**src/rtl/pipe_reg_chain.sv**
```systemverilog
// pipe_reg_chain: elastic DEPTH-stage register pipeline with valid/ready handshakes, flush and occupancy count.
// Latency: a word accepted at edge N is on DOut after edge N+DEPTH-1; sustains 1 word/cycle, even when full.
// Backpressure: out_ready=0 stalls the last stage; the stall ripples back through every stage to in_ready.
//
// Ports:
//   clock, reset        rising-edge clock, asynchronous active-high reset
//   flush               synchronous clear of all stage valid bits (data regs keep their contents)
//   in_valid/in_ready   source handshake, DIn is captured into stage 0 when both are high
//   out_valid/out_ready sink handshake, DOut is the last stage data register
//   count               registered number of occupied stages, 0..DEPTH
module pipe_reg_chain #(
    parameter int WIDTH = 8,
    parameter int DEPTH = 2
) (
    input  logic                         clock,
    input  logic                         reset,
    input  logic                         flush,
    input  logic                         in_valid,
    output logic                         in_ready,
    input  logic [WIDTH-1:0]             DIn,
    output logic                         out_valid,
    input  logic                         out_ready,
    output logic [WIDTH-1:0]             DOut,
    output logic [$clog2(DEPTH+1)-1:0]   count
);

    localparam int CW = $clog2(DEPTH+1);

    logic [DEPTH-1:0] valid;
    logic [WIDTH-1:0] data [DEPTH];
    logic [DEPTH-1:0] adv;      // word in stage k leaves it at the next edge
    logic [DEPTH-1:0] load;     // stage k captures a new word at the next edge
    logic             ripple;
    logic             push;
    logic             pop;

    // Advance chain, computed from the output stage backwards. A stage may
    // move when the stage ahead is empty or is itself moving this cycle, so a
    // full pipeline still accepts a word on the same cycle one leaves.
    always_comb begin
        adv          = '0;
        ripple       = valid[DEPTH-1] & out_ready & ~flush;
        adv[DEPTH-1] = ripple;
        for (int k = DEPTH - 2; k >= 0; k--) begin
            ripple = valid[k] & (~valid[k+1] | ripple);
            adv[k] = ripple;
        end
    end

    assign in_ready  = ~flush & (~valid[0] | adv[0]);
    assign out_valid = valid[DEPTH-1] & ~flush;
    assign DOut      = data[DEPTH-1];

    assign push = in_valid & in_ready;
    assign pop  = out_valid & out_ready;

    // Inner stages can still see adv high during a flush; gating here keeps
    // the data registers untouched while the valid bits are cleared.
    always_comb begin
        load    = '0;
        load[0] = push;
        for (int k = 1; k < DEPTH; k++) begin
            load[k] = adv[k-1] & ~flush;
        end
    end

    always_ff @(posedge clock or posedge reset) begin
        if (reset) begin
            valid <= '0;
        end else if (flush) begin
            valid <= '0;
        end else begin
            for (int k = 0; k < DEPTH; k++) begin
                if (load[k]) begin
                    valid[k] <= 1'b1;
                end else if (adv[k]) begin
                    valid[k] <= 1'b0;
                end
            end
        end
    end

    always_ff @(posedge clock or posedge reset) begin
        if (reset) begin
            for (int k = 0; k < DEPTH; k++) begin
                data[k] <= '0;
            end
        end else begin
            if (load[0]) begin
                data[0] <= DIn;
            end
            for (int k = 1; k < DEPTH; k++) begin
                if (load[k]) begin
                    data[k] <= data[k-1];
                end
            end
        end
    end

    // Occupancy tracks handshakes rather than summing valid bits, so it is a
    // plain up/down counter with no adder tree.
    always_ff @(posedge clock or posedge reset) begin
        if (reset) begin
            count <= '0;
        end else if (flush) begin
            count <= '0;
        end else if (push & ~pop) begin
            count <= count + CW'(1);
        end else if (pop & ~push) begin
            count <= count - CW'(1);
        end
    end

endmodule
```
**config.mk**
```make
export PLATFORM = sky130hd
export DESIGN_NAME = pipe_reg_chain
export DESIGN_NICKNAME = d
export VERILOG_FILES = /design/src/rtl/pipe_reg_chain.sv
export SDC_FILE = /design/constraint.sdc
export NUM_CORES = 1
export LEC_CHECK = 0
export ABC_AREA = 1
export CAP_MARGIN = 0
export CORE_MARGIN = 2
export CORE_UTILIZATION = 50
export DETAILED_ROUTE_END_ITERATION = 6
export GPL_TIMING_DRIVEN = 0
export PLACE_DENSITY = 0.9
export SLEW_MARGIN = 20
export SYNTH_ARGS = -nofsm -noshare
export SYNTH_HDL_FRONTEND = slang
export SYNTH_SLANG_ARGS = --single-unit
```
**constraint.sdc**
```tcl
create_clock -name clock -period 2.4 [get_ports clock]
set_input_delay 0.48 -clock clock [delete_from_list [all_inputs] [get_ports clock]]
set_output_delay 0.48 -clock clock [all_outputs]
set_load 0.05 [all_outputs]
```
# After elaboration in Yosys (flattened, before gate mapping)

Cells that the tools add are included.

Register bits: 20
Latch bits: 0
RAM bits: 0
Bits in read-only memories: 0
Bits of input ports: 13
Output and inout bits: 12
Memories kept: 0

$add $sub $neg: 2
$mul: 0
Divide/modulo/power cells: 0
Order comparisons: 0
Eq/ne operators: 0
Shifts and indexed selects: 0
Muxes and demuxes: 8
Bitwise gates (word level): 17
Reductions and logical operators: 3

Operator list:

| operator                                                            | count |
|---|---|
| 1-bit bitwise AND                                                   | 10 |
| 3-bit nonzero test                                                  | 3 |
| 2-bit two-way mux                                                   | 4 |
| 1-bit NOT                                                           | 5 |
| 1-bit two-way mux                                                   | 4 |
| 2-bit by 1-bit adder with 2-bit output (second input constant)      | 1 |
| 1-bit OR                                                            | 2 |
| 2-bit by 1-bit subtractor with 2-bit output (second input constant) | 1 |

# Logic depth before layout (Yosys ltp)

Gate-level depths: netlist (run 1).

Depth after elaboration: 12
Gate-level depth with buffers: 8

# Worst setup path after synthesis (run 1)

OpenSTA, ideal clock, no wires.

Path kind: input -> register
Start: input flush
End: register count[1]
Data arrival time: 1.428 ns
Required time: 2.281 ns
Setup slack: 0.853 ns
Stages: 6
Path through: nor2_2 > nand2_1 > nand3_1 > nand2_2 > nand3_1 > nand2_1

Longest elaborated chain between the ends: 10
Elaborated cells between the ends (all ways): 16
Those cells by class: mux (2); bitwise (13); reduce/logical (1)

Ends and longest elaborated chain:

| item                                                    | line       | text |
|---|---|---|
| start, declared                                         | 17         | `input logic flush,` |
| 1-bit NOT                                               | 42, 50, 51 |  |
| 1-bit bitwise AND                                       | 42         | `ripple = valid[DEPTH-1] & out_ready & ~flush;` |
| 1-bit OR                                                | 45         | `ripple = valid[k] & (~valid[k+1] \| ripple);` |
| 1-bit bitwise AND                                       | 45         |  |
| 1-bit OR                                                | 50         | `assign in_ready = ~flush & (~valid[0] \| adv[0]);` |
| 1-bit bitwise AND                                       | 50         |  |
| 1-bit bitwise AND                                       | 54         | `assign push = in_valid & in_ready;` |
| 1-bit bitwise AND or 1-bit NOT (tied branches)          | 107, 109   |  |
| 2-bit two-way mux or 1-bit bitwise AND (tied branches)  | 107, 109   |  |
| 2-bit two-way mux or 3-bit nonzero test (tied branches) | -          |  |
| end signal, assigned                                    | 108        | `count <= count + CW'(1);` |
| end signal, assigned                                    | 110        | `count <= count - CW'(1);` |
| end, declared                                           | 24         | `output logic [$clog2(DEPTH+1)-1:0] count` |

Parallel ways exist; a longest one is shown, timed or not.
A chain may end at the register's enable or synchronous reset.

# Worst setup path in the final report (run 1)

Start: input out_ready
End: output in_ready

Longest elaborated chain between the ends: 6

Ends and longest elaborated chain:

| item                            | line | text |
|---|---|---|
| start, declared                 | 22   | `input logic out_ready,` |
| 1-bit bitwise AND (2 in series) | 42   |  |
| 1-bit OR                        | 45   |  |
| 1-bit bitwise AND               | 45   |  |
| 1-bit OR                        | 50   |  |
| 1-bit bitwise AND               | 50   |  |
| end, declared                   | 19   | `output logic in_ready,` |

No other way between the ends.

==> implementation parameters, run 1 <==
Parameter                              Value

Critical path
  Element type at the critical path start ... input port
  WP data required ... 1.92 ns
  Crit Path Category ... input port to output port
  Crit. End Element ... output port
  Crit Path Max Fanout ... 4
  Signal arrival time at the worst endpoint ... 1.83 ns

Outcome
  Result of the run ... finished clean

Floorplanning
  Num rows ... 15
  Total Die Area ... 0.002270 sq mm
  Effective utilization at floorplan ... 0.5397
  Total core area ... 0.001764 sq mm
  Die Wd ... 47.64 um
  Top-level port count ... 25
  Die Y ... 47.64 um

GRT
  Global router's overall resource usage ... 0.1995
  Overflow after GRT ... 0
  Number of global-route vias before repair ... 695
  Global-route wire length before repair ... 3001 um
  Met1 demand-to-capacity share in global routing ... 0.2377
  Largest net degree at the start of global routing ... 21
  Met3 track demand over resource in global routing ... 0.04528
  Initial antenna violation count ... 0
  Busiest metal layer after global routing ... met2
  Met2 GRT Util ... 0.3405

Timing
  RSZ-0062 raised after global routing ... no
  Final-layout worst hold slack ... 0.5026 ns
  Hold violation count in the final report ... 0
  Total setup violations reported at the end of the flow ... 0
  Tcrit/Tclk final ... 0.9614
  Min setup slack post-route ... 0.09259 ns
  Shortest clock period the worst path allows after layout ... 2.307 ns
  Relative slew slack ... 0.5155
  F_max ... 433.4 MHz
  Setup Total Neg Slack ... 0 ns
  Number of slew-limit violations in the final report ... 0
  Measured slew at the worst slew-check pin ... 0.7260 ns
  Layout Skew ... 0.01267 ns

Power and ir drop
  Areal power density over the cells ... 894.9 mW/mm^2
  Leakage power ... 0.6239 nW
  PnR Total Power ... 1.140 mW
  VDD IR max ... 0.0007073 V

Finish
  Filler instances ... 143
  Fraction of final layout cells sized beyond drive strength 1 ... 0.2640
  Antenna cells ... 0
  Final core utilization ... 0.7220
  Area added between synthesis and finish ... 33.77%
  Post-route cell area ... 0.001274 sq mm
  Final non-filler cell total ... 150
  Net count, final ... 139
  Area of combinational cells with multiple inputs ... 316.6 sq um
  Area used by sequential logic in the layout ... 500.5 sq um

Synthesis
  Post-synthesis area per instance ... 9.816 sq um
  Most frequent cells after synthesis ... sky130_fd_sc_hd__dfrtp_1, sky130_fd_sc_hd__nand2_1, sky130_fd_sc_hd__inv_1, sky130_fd_sc_hd__o21ai_1
  Part of the Yosys area used for sequential elements ... 0.5256
  Count leader, synth ... sky130_fd_sc_hd__dfrtp_1
  Distinct cell type count after synthesis ... 18
  Total of flip-flops plus latches after synthesis ... 20
  Synthesized instance count ... 97
  Post-synthesis net count ... 110
  Proportion of netlist area held by the largest area contributor ... 0.5256
  Number of synthesized flops with an enable pin ... 0
  Top post-synthesis cells by area ... sky130_fd_sc_hd__dfrtp_1, sky130_fd_sc_hd__a21oi_2, sky130_fd_sc_hd__buf_4
  Most area-hungry cell type in the Yosys netlist ... sky130_fd_sc_hd__dfrtp_1
  Number of warning messages in the yosys log ... 0
  Async SR Flop Fraction ... 1.000
  Total standard cell area after synthesis ... 952.2 sq um
  Most used flip-flop cell after synthesis ... sky130_fd_sc_hd__dfrtp_1

Routing
  Vias after detailed routing ... 721
  Post-Route WL ... 1840 um
  Detail-routed via count per cell ... 4.807
  Antenna viol nets, final ... 0
  Detailed Route Iter0 Violations ... 17
  Total DRC errors in the routed layout ... 0
  DRT Pass-1 Iters ... 4
  Wire length per cell ... 12.27 um

CTS
  TritonCTS Buffers ... 3
  Post-CTS Hold Fix Bufs ... 0
  Register clock-pin slew on the reported worst setup and hold paths ... 0.10 ns
  TritonCTS clock tree ... built
  Clock tree sinks ... 20
  Number of H-tree branching levels ... 1
  Buffer depth of the longest clock path ... 2
  Clock network latency to the later pin of the worst-skew pair ... 0.30 ns
  Root buf cell ... sky130_fd_sc_hd__clkbuf_4

Placement
  Buffers added on ports ... 24
  Standard cell area after detailed placement ... 0.001224 sq mm
  Post-DP HPWL ... 1344 um
  GP Congestion ... 0.7454
  Pre-CTS worst setup slack ... -0.1949 ns
  Placed insts ... 146

Job
  Max-Cap Viols ... 0

Hold path
  Hold crit path type ... flip-flop to flip-flop
cell type report:
cell class	count	area share
Inverter	14	0.04126
Clock buffer	3	0.01768
Clock inverter	1	0.02358
Tap cell	25	0.02456
Multi-Input combinational cell	53	0.2485
Sequential cell	20	0.3929
Timing Repair Buffer	24	0.1866
Buffer	10	0.06483
registers in the layout, indices dropped and copies added, names as in the netlist:
name and flops:
DOut 8, count 2, data 8, valid 2
where the power goes:
group	total, mW	internal [mW]	switching, mW
clock	0.268	0.169	0.0997
sequential	0.433	0.397	0.0354
combinational	0.439	0.174	0.265
worst max-delay path, cell delays in order:
cell and delay (ns):
sky130_fd_sc_hd__clkdlybuf4s50_1 0.53, sky130_fd_sc_hd__inv_2 0.07, sky130_fd_sc_hd__a31oi_4 0.19, sky130_fd_sc_hd__dlygate4sd2_1 0.56
repair_timing:
| action | in CTS | in global routing |
|---|---|---|
| hold endpoints to repair | 0 | 0 |
| setup endpoints to repair | 2 | 0 |
| buffers inserted | 0 | 0 |
| gates resized for setup | 2 | 0 |
logic make-up after synthesis:
kind of cell	count (synthesis)	share of synthesized area
AO/OA/AOI/OAI	20	0.1656
XOR/XNOR	1	0.009200
buffers and inverters	24	0.1419
flip-flops	20	0.5256
AND/OR/NAND/NOR	32	0.1577
per-layer routing:
metal	wire [um]	part of all wire
met4	11	0.0060
met5	0	0
met1	776	0.42
met3	94	0.051
met2	957	0.52
layout by cell type (no fill, tap or decap):
cell type,instances
sky130_fd_sc_hd__nand3_1,4
sky130_fd_sc_hd__buf_4,8
sky130_fd_sc_hd__o21ai_2,1
sky130_fd_sc_hd__nand2_1,13
sky130_fd_sc_hd__a21oi_2,8
sky130_fd_sc_hd__bufinv_16,1
sky130_fd_sc_hd__xor2_1,1
sky130_fd_sc_hd__buf_6,2
sky130_fd_sc_hd__o21ai_1,9
sky130_fd_sc_hd__inv_1,12
sky130_fd_sc_hd__inv_2,2
sky130_fd_sc_hd__nand2_2,3
sky130_fd_sc_hd__clkbuf_4,3
sky130_fd_sc_hd__a31oi_4,1
sky130_fd_sc_hd__nand4_1,2
sky130_fd_sc_hd__nand2_4,1
sky130_fd_sc_hd__o211ai_2,1
sky130_fd_sc_hd__nor2_2,2
sky130_fd_sc_hd__clkdlybuf4s50_1,22
sky130_fd_sc_hd__dlygate4sd2_1,2
sky130_fd_sc_hd__dfrtp_1,20
sky130_fd_sc_hd__nor2_1,7
path summary, 6_finish.rpt:
check	depth (start not counted)	end	slack, ns	startpoint
setup / recovery	4	in_ready	0.09	out_ready
hold / removal	2	DOut[5]$_DFFE_PP0P_	0.50	DOut[5]$_DFFE_PP0P_
setup reg to reg	4	valid[1]$_DFFE_PP0P_	1.12	valid[1]$_DFFE_PP0P_
hold reg to reg	2	DOut[5]$_DFFE_PP0P_	0.50	DOut[5]$_DFFE_PP0P_
max in group asynchronous	2	count[1]$_DFFE_PP0P_	1.31	reset
min in group asynchronous	2	valid[0]$_DFFE_PP0P_	0.62	reset
Note: power is estimated with default switching activity, not from simulation.
==> inputs of run 2 (changes only) <==
PLACE_DENSITY = 0.82   (was 0.9)
==> implementation parameters, run 2 (synthesis results as in run 1) <==
Parameter                              Value

Outcome
  Result of the run ... finished clean (unchanged)

Critical path
  WP data required ... 1.92 ns (about the same)
  Worst setup path startpoint ... out_ready (unchanged)
  Element type at the critical path start ... input port (unchanged)
  Crit Path Category ... input port to output port (unchanged)
  Crit. End Element ... output port (unchanged)
  Signal arrival time at the worst endpoint ... 1.85 ns (was 1.83 ns)
  Crit Path Max Fanout ... 4 (unchanged)
  Worst r2r src ... valid[1]$_DFFE_PP0P_ (unchanged)

Finish
  Area used by sequential logic in the layout ... 500.5 sq um (unchanged)
  Net count, final ... 139 (unchanged)
  Most common cell after layout, fill and taps aside ... sky130_fd_sc_hd__clkdlybuf4s50_1 (unchanged)
  Area added between synthesis and finish ... 32.06% (was 33.77%)
  Antenna cells ... 0 (unchanged)
  Filler instances ... 164 (was 143)
  Fraction of final layout cells sized beyond drive strength 1 ... 0.2640 (unchanged)
  Area of combinational cells with multiple inputs ... 316.6 sq um (unchanged)
  Commonest cells after routing, fill and taps aside ... sky130_fd_sc_hd__clkdlybuf4s50_1, sky130_fd_sc_hd__dfrtp_1, sky130_fd_sc_hd__nand2_1, sky130_fd_sc_hd__inv_1, sky130_fd_sc_hd__o21ai_1 (unchanged)

CTS
  Post-CTS Setup Bufs ... 0 (unchanged)
  TritonCTS Buffers ... 3 (unchanged)
  Number of H-tree branching levels ... 1 (unchanged)
  Clock network latency to the later pin of the worst-skew pair ... 0.30 ns (about the same)
  Buffer depth of the longest clock path ... 2 (unchanged)
  Post-CTS Hold Fix Bufs ... 0 (unchanged)
  TritonCTS clock tree ... built (unchanged)
  Number of gates given a new drive strength after cts ... 2 (unchanged)
  Clock tree sinks ... 20 (unchanged)
  Register clock-pin slew on the reported worst setup and hold paths ... 0.11 ns (was 0.10 ns)
  Root buf cell ... sky130_fd_sc_hd__clkbuf_4 (unchanged)

GRT
  Global router's overall resource usage ... 0.1991 (was 0.1995)
  Largest net degree at the start of global routing ... 21 (unchanged)
  Global-route wire length before repair ... 3049 um (was 3001 um)
  Initial antenna violation count ... 0 (unchanged)
  Overflow after GRT ... 0 (unchanged)
  Number of global-route vias before repair ... 701 (was 695)

Timing
  Setup Total Neg Slack ... 0 ns (unchanged)
  Layout Skew ... 0.001641 ns (was 0.01267 ns)
  Number of slew-limit violations in the final report ... 0 (unchanged)
  Hold violation count in the final report ... 0 (unchanged)
  RSZ-0062 raised after global routing ... no (unchanged)
  Measured slew at the worst slew-check pin ... 0.7495 ns (was 0.7260 ns)
  Total setup violations reported at the end of the flow ... 0 (unchanged)
  F_max ... 429.4 MHz (was 433.4 MHz)
  Relative slew slack ... 0.4998 (was 0.5155)
  Tcrit/Tclk final ... 0.9703 (was 0.9614)
  Shortest clock period the worst path allows after layout ... 2.329 ns (was 2.307 ns)

Routing
  Detailed Route Iter0 Violations ... 20 (was 17)
  Vias after detailed routing ... 710 (was 721)
  Post-Route WL ... 1796 um (was 1840 um)
  Total DRC errors in the routed layout ... 0 (unchanged)
  Detail-routed via count per cell ... 4.733 (was 4.807)
  Antenna viol nets, final ... 0 (unchanged)
  Metal3 WL ... 62 um (was 94 um)
  DRT Pass-1 Iters ... 4 (unchanged)
  Top layer reached by signal wires ... met4 (unchanged)
  Metal-1 WL ... 827 um (was 776 um)
  Wire length per cell ... 11.97 um (was 12.27 um)
  Total met2 wirelength after detailed routing ... 867 um (was 957 um)

Power and ir drop
  Sequential group share of total power ... 0.405 (was 0.380)
  Leakage power ... 0.6169 nW (was 0.6239 nW)
  Switching Power ... 0.3982 mW (was 0.3997 mW)
  Internal power ... 0.6638 mW (was 0.7401 mW)
  PnR Total Power ... 1.062 mW (was 1.140 mW)
  Areal power density over the cells ... 844.6 mW/mm^2 (was 894.9 mW/mm^2)
  VDD IR max ... 0.0005395 V (was 0.0007073 V)
  Clock share of power ... 0.187 (was 0.236)
  Gate power share ... 0.408 (was 0.385)
  Net switching share of the total power ... 0.3749 (was 0.3506)

Placement
  Buffers added on ports ... 24 (unchanged)
  Post-DP HPWL ... 1299 um (was 1344 um)
  GP Congestion ... 0.7038 (was 0.7454)

Hold path
  Hold crit path type ... flip-flop to flip-flop (unchanged)
  Launch instance of the worst min-delay path ... DOut[7]$_DFFE_PP0P_ (was DOut[5]$_DFFE_PP0P_)

Floorplanning
  Effective utilization at floorplan ... 0.5397 (unchanged)
  Num rows ... 15 (unchanged)
  Total Die Area ... 0.002270 sq mm (unchanged)
  Total core area ... 0.001764 sq mm (unchanged)
  Top-level port count ... 25 (unchanged)
  Die Y ... 47.64 um (unchanged)
  Die Wd ... 47.64 um (unchanged)

Job
  Max-Cap Viols ... 0 (unchanged)
-- run 2: cell count changes in the layout (fill, tap and decap cells not counted), sizes merged --
cell / change
bufinv: -1
clkbuf: +1
-- run 2: metal layers --
metal,global-route usage,vias up
met5,0,-
met4,0.09730,0
met3,0.03396,5
met2,0.3162,14
met1,0.2652,335
li1,-,356
-- run 2: layout make-up --
type,count,area share
Clock buffer,4,0.02886
Timing Repair Buffer,24,0.1891
Tap cell,25,0.02488
Multi-Input combinational cell,53,0.2517
Inverter,14,0.04179
Sequential cell,20,0.3980
Buffer,10,0.06567
-- run 2: power by group through the flow --
| stage | Combinational (mW) | Clock (mW) | Sequential, mW |
|---|---|---|---|
| 6_report | 0.434 | 0.198 | 0.430 |
| 5_1_grt | 0.468 | 0.212 | 0.436 |
| 4_1_cts | 0.438 | 0.203 | 0.430 |
| 3_5_place_dp | 0.438 | 0 | 0.437 |
| 3_3_place_gp | 0.430 | 0 | 0.434 |
| 2_1_floorplan | 0.290 | 0 | 0.455 |
-- run 2: critical path: stages --
cell                              delay [ns]
sky130_fd_sc_hd__clkdlybuf4s50_1        0.54
sky130_fd_sc_hd__inv_2                  0.07
sky130_fd_sc_hd__a31oi_4                0.19
sky130_fd_sc_hd__dlygate4sd2_1          0.55
-- run 2: path summary, 6_finish.rpt --
path	endpoint	slack, ns	depth (start not counted)
worst max register to register	valid[1]$_DFFE_PP0P_	1.10	4
worst min-delay path	DOut[7]$_DFFE_PP0P_	0.50	2
worst min register to register	DOut[7]$_DFFE_PP0P_	0.50	2
worst max-delay path	in_ready	0.07	4
min in group asynchronous	data[8]$_DFFE_PP0P_	0.59	2
max in group asynchronous	data[15]$_DFFE_PP0P_	1.34	2
-- run 2: through the flow --
| step | worst slack, ns | area (sq um) | util | cells | hold slack (ns) |
|---|---|---|---|---|---|
| 3_3_place_gp | -0.1973 | 1224 | 0.6936 | 146 | 0.4724 |
| 3_5_place_dp | -0.1963 | 1224 | 0.6936 | 146 | 0.4808 |
| 4_1_cts | 0.08634 | 1257 | 0.7128 | 150 | 0.5076 |
| 5_1_grt | 0.01548 | 1257 | 0.7128 | 150 | 0.5382 |
| 2_1_floorplan | 0.8533 | 952.2 | - | 97 | 0.4438 |
| 6_report | 0.07128 | 1257 | 0.7128 | 150 | 0.5010 |
